**src/rtl/sched_write_engine.sv**
```systemverilog
// sched_write_engine: delayed-write executor.
// Each accepted request writes `q` exactly req_delay edges after acceptance.
// Delay 0 writes at the accept edge; delay d >= 1 parks the request in a slot
// that counts down and fires at edge N+d. When several writes land on one
// edge, the most recently accepted request wins.
// Optional feature macro: SWE_CANCEL_EN adds the `flush` input, which
// cancels every pending slot at the edge where it is sampled high.
module sched_write_engine #(
    parameter int DATA_W = 4,
    parameter int DLY_W  = 3,
    parameter int DEPTH  = 4,
    parameter int INIT   = 4,
    localparam int PW    = $clog2(DEPTH + 1)
) (
    input  logic              clk,
    input  logic              rst,
`ifdef SWE_CANCEL_EN
    input  logic              flush,
`endif
    input  logic              req_valid,
    output logic              req_ready,
    input  logic [DATA_W-1:0] req_data,
    input  logic [DLY_W-1:0]  req_delay,
    output logic [DATA_W-1:0] q,
    output logic              upd,
    output logic [PW-1:0]     pending
);

    localparam int IW = (DEPTH > 1) ? $clog2(DEPTH) : 1;
    localparam logic [DATA_W-1:0] INIT_Q = DATA_W'(INIT);

    // Slot storage. Only the valid bits carry meaning after reset.
    logic [DEPTH-1:0]  slot_vld;
    logic [DATA_W-1:0] slot_data [DEPTH];
    logic [DLY_W-1:0]  slot_cnt  [DEPTH];
    logic [DLY_W-1:0]  slot_age  [DEPTH];

    logic              flush_now;
    logic              accept;
    logic              imm;
    logic              load;
    logic [DEPTH-1:0]  expire;
    logic              have_win;
    logic [DLY_W-1:0]  best_age;
    logic [DATA_W-1:0] win_data;
    logic [IW-1:0]     free_idx;
    logic [PW-1:0]     fire_cnt;
    logic              q_wr;
    logic [DATA_W-1:0] q_nxt;
    logic [PW-1:0]     pend_nxt;

`ifdef SWE_CANCEL_EN
    assign flush_now = flush;
`else
    assign flush_now = 1'b0;
`endif

    // Ready depends on registered occupancy only, never on req_valid.
    assign req_ready = (pending != PW'(DEPTH));
    assign accept    = req_valid && req_ready;
    assign imm       = accept && (req_delay == '0);
    assign load      = accept && (req_delay != '0);

    // Pick expiring slots, the newest expiring write, and the lowest free slot.
    always_comb begin
        // NOTE: every signal written here gets a default first so no latch is inferred.
        expire   = '0;
        have_win = 1'b0;
        best_age = '1;
        win_data = '0;
        free_idx = '0;
        fire_cnt = '0;
        for (int i = 0; i < DEPTH; i++) begin
            expire[i] = slot_vld[i] && (slot_cnt[i] == DLY_W'(1)) && !flush_now;
            if (expire[i]) begin
                fire_cnt = fire_cnt + PW'(1);
                // Smaller age means accepted later, so it overrides older ones.
                if (!have_win || (slot_age[i] < best_age)) begin
                    have_win = 1'b1;
                    best_age = slot_age[i];
                    win_data = slot_data[i];
                end
            end
        end
        for (int i = DEPTH - 1; i >= 0; i--) begin
            if (!slot_vld[i]) free_idx = IW'(i);
        end
    end

    // Resolve the value written to q this edge and the next occupancy count.
    always_comb begin
        q_wr  = imm || have_win;
        q_nxt = q;
        if (imm)           q_nxt = req_data;
        else if (have_win) q_nxt = win_data;
        if (flush_now) pend_nxt = PW'(load);
        else           pend_nxt = pending + PW'(load) - fire_cnt;
    end

    // Slot occupancy: cleared by reset, flush or firing; set by a load.
    always_ff @(posedge clk) begin
        // NOTE: sequential state uses non-blocking assignments so all registers
        // update from the same pre-edge values.
        if (rst) begin
            slot_vld <= '0;
        end else begin
            for (int i = 0; i < DEPTH; i++) begin
                if (flush_now || expire[i]) slot_vld[i] <= 1'b0;
                if (load && (free_idx == IW'(i))) slot_vld[i] <= 1'b1;
            end
        end
    end

    // Slot payload, countdown and age.
    always_ff @(posedge clk) begin
        // NOTE: the payload array has no reset; a slot is ignored until its
        // valid bit is set, and a load rewrites all fields.
        for (int i = 0; i < DEPTH; i++) begin
            if (load && (free_idx == IW'(i))) begin
                slot_data[i] <= req_data;
                slot_cnt[i]  <= req_delay;
                slot_age[i]  <= '0;
            end else if (slot_vld[i]) begin
                slot_cnt[i] <= slot_cnt[i] - DLY_W'(1);
                if (slot_age[i] != '1) slot_age[i] <= slot_age[i] + DLY_W'(1);
            end
        end
    end

    // Target register, update pulse and occupancy count.
    always_ff @(posedge clk) begin
        if (rst) begin
            q       <= INIT_Q;
            upd     <= 1'b0;
            pending <= '0;
        end else begin
            q       <= q_nxt;
            upd     <= q_wr;
            pending <= pend_nxt;
        end
    end

endmodule
```
**config.mk**
```make
export PLATFORM = sky130hd
export DESIGN_NAME = sched_write_engine
export DESIGN_NICKNAME = d
export VERILOG_FILES = /design/src/rtl/sched_write_engine.sv
export SDC_FILE = /design/constraint.sdc
export NUM_CORES = 1
export LEC_CHECK = 0
export BUFFER_PORTS_ARGS = -buffer_cell sky130_fd_sc_hd__buf_2
export CAP_MARGIN = 20
export CORE_MARGIN = 1
export CORE_UTILIZATION = 35
export CTS_CLUSTER_SIZE = 30
export DETAILED_ROUTE_END_ITERATION = 10
export PLACE_DENSITY = 0.59
export SKIP_CTS_REPAIR_TIMING = 1
export SKIP_LAST_GASP = 1
export SLEW_MARGIN = 20
export SYNTH_ARGS = -nofsm -noshare
export SYNTH_HDL_FRONTEND = slang
export SYNTH_SLANG_ARGS = --single-unit
```
**constraint.sdc**
```tcl
create_clock -name clk -period 5.02 [get_ports clk]
set_clock_uncertainty 0.2 [all_clocks]
set_input_delay 0.502 -clock clk [delete_from_list [all_inputs] [get_ports clk]]
set_output_delay 0.502 -clock clk [all_outputs]
set_load 0.02 [all_outputs]
```
After elaboration in Yosys (flattened, before gate mapping)
Memories as Yosys holds them, arrays and structs flattened.
Cells that the tools add are included.
Storage, ports and cells
  register bits: 12
  logic and storage cells: 165
  bits in writable memories: 40
  memories: 3
  input port bits: 10
  output and inout port bits: 9
Memories
  slot_data: depth 4, bits a word 4, read ports 4, clocked after Yosys merged registers in 0, wr ports 1, line 34  | logic [DATA_W-1:0] slot_data [DEPTH];
  slot_age: depth 4, bits a word 3, read ports 4, clocked after Yosys merged registers in 0, wr ports 4, line 36  | logic [DLY_W-1:0] slot_age [DEPTH];
  slot_cnt: depth 4, bits a word 3, read ports 4, clocked after Yosys merged registers in 0, wr ports 4, line 35  | logic [DLY_W-1:0] slot_cnt [DEPTH];
Cells by class
  order comparisons: 3
  add/subtract/negate cells: 13
  reductions and logical operators: 29
  eq/ne operators: 12
  mux-type cells: 90
  bitwise logic cells: 8
Operator list (count)
  $mux 1: 55
  $mux 4: 12
  $mux 3: 15
  $add 3x1->3 const B: 6
  $mux 2: 8
  $ne 3x3->1 const B: 5
  $eq 3x1->1 const B: 4
  $reduce_or 4->1: 3
  $sub 3x1->3 const B: 4
  $logic_and 1x1->1: 11
  $reduce_bool 2->1: 5
  $lt 3x3->1: 3
  $or 1x1->1: 8
  $eq 2x2->1 const B: 2
  $logic_or 1x1->1: 4
  $add 3x1->3: 1
  $logic_not 1->1: 3
  $logic_not 3->1: 1
  $reduce_bool 3->1: 1
  $sub 3x3->3: 1
  $add 1x1->2 const B: 1
  $eq 2x1->1 const B: 1
  $logic_not 2->1: 1

Logic depth before layout (Yosys ltp)
An unclocked memory read counts as a cell.
  depth after elaboration: 18
  depth in mapped cells: 20
  mapped depth without buffers: 20

Least setup slack after synthesis
No wires, ideal clock.
  kind: register to register
  from: mem slot_age[1][0]
  to: reg q[2]
  data required time: 4.751 ns
  data arrival time: 4.067 ns
  buffers on the path: 0
  setup time: 0.069 ns
  clock period less this slack: 4.336 ns
  stages on the path, launching flop included: 19
  path slack: 0.684 ns
  cells stage by stage: edfxtp_1 nand2b_1 maj3_1 a21o_1 o21a_1 a22o_1 ha_1 a21oi_1 o211ai_1 o31ai_2 nor2_1 a21oi_1 ha_1 a211o_1 nor2_1 nand2_1 o31a_2 o211a_1 o21ai_1
RTL lines
  start, declared: line 36
  end signal, assigned: line 137  | q <= q_nxt;
  end, declared: line 24  | output logic [DATA_W-1:0] q,

==> results.toml <==
[floorplanning]
fp.dieArea_um2 = 8877
die_height_um = 94.22
floorplan.initialDensity = 0.3623
placeable_area_um2 = 8217
fp-row-count = 33
floorplan.io_pins = 19
dieWidth_um = 94.22

[routing]
drt_iter0_markers = 88
drt-vias-per-instance = 5.082
drtAntennaViolNets = 0
post-route-drc-count = 0
routed_wirelength_mm = 5.877
wl_per_cell_um = 14.20
vias = 2104
drtPass1Iterations = 4

[yosys]
yosys.area.top_type_share = 0.4035
synth_warnings = 0
synthFlopType = "sky130_fd_sc_hd__edfxtp_1"
synth_top_cells_by_area = "sky130_fd_sc_hd__edfxtp_1, sky130_fd_sc_hd__ha_1, sky130_fd_sc_hd__dfxtp_1"
syn_area_um2 = 2977
postSynthRegisterBits = 52
syn_nets = 327
yosysMostFrequentCell = "sky130_fd_sc_hd__edfxtp_1"
synth_seq_area_share = 0.4842
yosysUniqueCellTypes = 44
post_synth.cell_area_avg_um2 = 10.30
synth.cells.most_frequent = "sky130_fd_sc_hd__edfxtp_1, sky130_fd_sc_hd__nor2_1, sky130_fd_sc_hd__ha_1, sky130_fd_sc_hd__inv_1, sky130_fd_sc_hd__nand2_1"
synth_top_area_cell = "sky130_fd_sc_hd__edfxtp_1"
async_flop_share = 0
syn_inst = 289
synth_edf_count = 40

[setup_path]
worst_setup_path_start_kind = "flip-flop"
crit_slowest_cell = "sky130_fd_sc_hd__edfxtp_1"
crit_arrival_ns = 4.71
critical_path_buf_inv_count = 0
critPathRequiredTime_ns = 5.07
worstRegToRegCells = 18
worst-path-max-fanout = 8
crit-reg2reg-launch = "slot_age[1][0]"
kind_of_capture_point_of_the_worst_setup_path = "flip-flop"
type_of_the_worst_setup_path = "flip-flop to flip-flop"
path_cells = "nand2b_1, maj3_1, a21o_1, o21a_1, a22o_1, ha_1, a21oi_1, o211ai_1, o31ai_4, nor2_1, a21oi_1, ha_1, a211o_1, nor2_1, nand2_1, o31a_2, o211a_1, o21ai_1"
critical_path.top_delay_family = "compound AO/OA/AOI/OAI gates"
worstReg2RegEnd = "q[2]"
critical-path-max-stage-delay_ns = 0.46
r2r_slack_ns = 0.36

[cts]
cts_tree = "built"
insertion_delay_ns = 0.31
clock_sinks = 52
clockBufferDepth = 2
cts-buffers-inserted = 5
cts.root.buffer_cell = "sky130_fd_sc_hd__clkbuf_8"
cts.clk_slew.worst_paths_ns = 0.10
htree_levels = 2

[cells_and_area]
final_cell_area_um2 = 3324
layoutNonFillerInstCount = 414
area_growth_pct = 11.69
nets = 346
antenna_cells_inserted = 0
fillCellCount = 812
final_layout_size_suffix_gt1_frac = 0.1068
postLayoutCoreUtil = 0.4046

[outcome]
run_status = "finished clean"

[timing]
maxClockFrequency_mhz = 214.8
timing_hold_violations_final = 0
worst_slew_margin_rel = 0.6136
tightest_hold_margin_ns = 0.2458
rsz0062_at_grt = "no"
layout_min_cycle_time_ns = 4.656
finalMaxSlewViolations = 0
final_worst_setup_slack_ns = 0.3635
worstMarginPinSlew_ns = 0.5770
fin_crit_sh = 0.9276
final.setup.tns_ns = 0
total_of_endpoints_with_negative_setup_slack_in_the_final_report = 0

[hold_path]
hold_depth = 1
hold_path_end = "slot_data[3][1]"
hp-start = "req_data[1]"
worst_hold_path_type = "input port to flip-flop"

[placement]
finalWeightedCongestion = 0.7807
place_area_um2 = 3178
place_worst_setup_slack_ns = 0.2764
place.detailed.hpwl_mm = 4.565
placed_cells = 406
port_buffers = 18

[global_route]
global_route.usage.total = 0.1476
grt_max_degree = 18
grt_antenna_before_repair = 0
grt_pass1_wl_mm = 9.887
leftover_overflow_at_the_end_of_global_routing = 0
vias_in_the_first_global_route = 2069

[flow_run]
timing.max_cap.violations = 0

[power_and_ir_drop]
cellLeakagePower_nw = 1.404
irDropWorstVdd_uv = 165.6
cellPowerDensity_nw_per_um2 = 330.1
power_mw = 1.098
-- cells by family (layout without fill, tap and decap cells) --
logic type / Yosys count / count (layout) / synth area share
flip-flops: 52 / 52 / 0.4842
AND/OR/NAND/NOR: 98 / 98 / 0.1610
AO/OA/AOI/OAI: 62 / 62 / 0.1492
XOR/XNOR: 10 / 10 / 0.02943
adder cells (fa/ha/maj): 29 / 29 / 0.1236
multiplexers: 2 / 2 / 0.006726
buffers and inverters: 36 / 56 / 0.04582
-- placed cells by master, fill, tap and decap left out, types with 3 or more instances in the layout --
cell	Yosys	routed
sky130_fd_sc_hd__a21oi_1	17	17
sky130_fd_sc_hd__a221oi_1	4	4
sky130_fd_sc_hd__and3b_1	4	4
sky130_fd_sc_hd__buf_2	1	18
sky130_fd_sc_hd__clkbuf_8	0	5
sky130_fd_sc_hd__dfxtp_1	12	12
sky130_fd_sc_hd__edfxtp_1	40	40
sky130_fd_sc_hd__ha_1	27	27
sky130_fd_sc_hd__inv_1	27	27
sky130_fd_sc_hd__nand2_1	25	25
sky130_fd_sc_hd__nand2b_1	11	11
sky130_fd_sc_hd__nand3_1	8	8
sky130_fd_sc_hd__nand3b_1	3	3
sky130_fd_sc_hd__nor2_1	29	29
sky130_fd_sc_hd__nor2b_1	3	3
sky130_fd_sc_hd__nor3_1	7	7
sky130_fd_sc_hd__o211ai_1	9	9
sky130_fd_sc_hd__o21a_1	7	7
sky130_fd_sc_hd__o21ai_0	6	6
sky130_fd_sc_hd__o21ai_1	4	4
sky130_fd_sc_hd__o31ai_1	3	3
sky130_fd_sc_hd__xnor2_1	9	9
-- state kept, by name, indices dropped and copies added (netlist names) --
| signal | cells |
|---|---|
| slot_age | 12 |
| slot_data | 16 |
| slot_cnt | 12 |
| q | 4 |
| pending | 3 |
| upd | 1 |
| slot_vld | 4 |
-- worst register-to-register path: cells and delay by family (launching register included) --
| kind | cells | cell delay, ns |
|---|---|---|
| flops | 1 | 0.46 |
| compound gates | 11 | 2.57 |
| simple gates | 4 | 0.57 |
| fa+ha+maj | 3 | 0.80 |
-- power breakdown --
part | leakage [nW] | total [mW] | internal [mW] | switching, mW
logic | 0.867 | 0.204 | 0.0840 | 0.120
registers | 0.468 | 0.545 | 0.512 | 0.0324
clock network | 0.0687 | 0.349 | 0.201 | 0.148
total | 1.40 | 1.10 | 0.797 | 0.300
-- how the worst max path moves through the flow --
stage,slack (ns),depth (start not counted),start,endpoint
after floorplan,0.68,18,slot_age[1][0],q[2]
after global placement,0.40,18,slot_age[1][0],q[2]
after detailed placement,0.28,18,slot_age[1][0],q[2]
after CTS,0.27,18,slot_age[1][0],q[2]
after global routing,0.02,18,slot_age[1][0],q[2]
final,0.36,18,slot_age[1][0],q[2]
-- area by class of cell --
type / count / area (µm²) / share of cell area
Sequential cell: 52 / 1441 / 0.4336
Clock buffer: 5 / 68.82 / 0.02070
Tap cell: 105 / 131.4 / 0.03952
Inverter: 29 / 108.9 / 0.03274
Timing Repair Buffer: 19 / 97.59 / 0.02936
Clock inverter: 3 / 68.82 / 0.02070
Multi-Input combinational cell: 201 / 1408 / 0.4234
-- metal layers --
metal / global-route usage / part of all wire / vias to the layer above
met5: 0 / 0 / -
met4: 0.06026 / 0.021 / 0
met3: 0.03236 / 0.030 / 10
met2: 0.2440 / 0.47 / 32
met1: 0.1851 / 0.48 / 991
li1: - / - / 1071
Power figures use the tool's default switching activity.
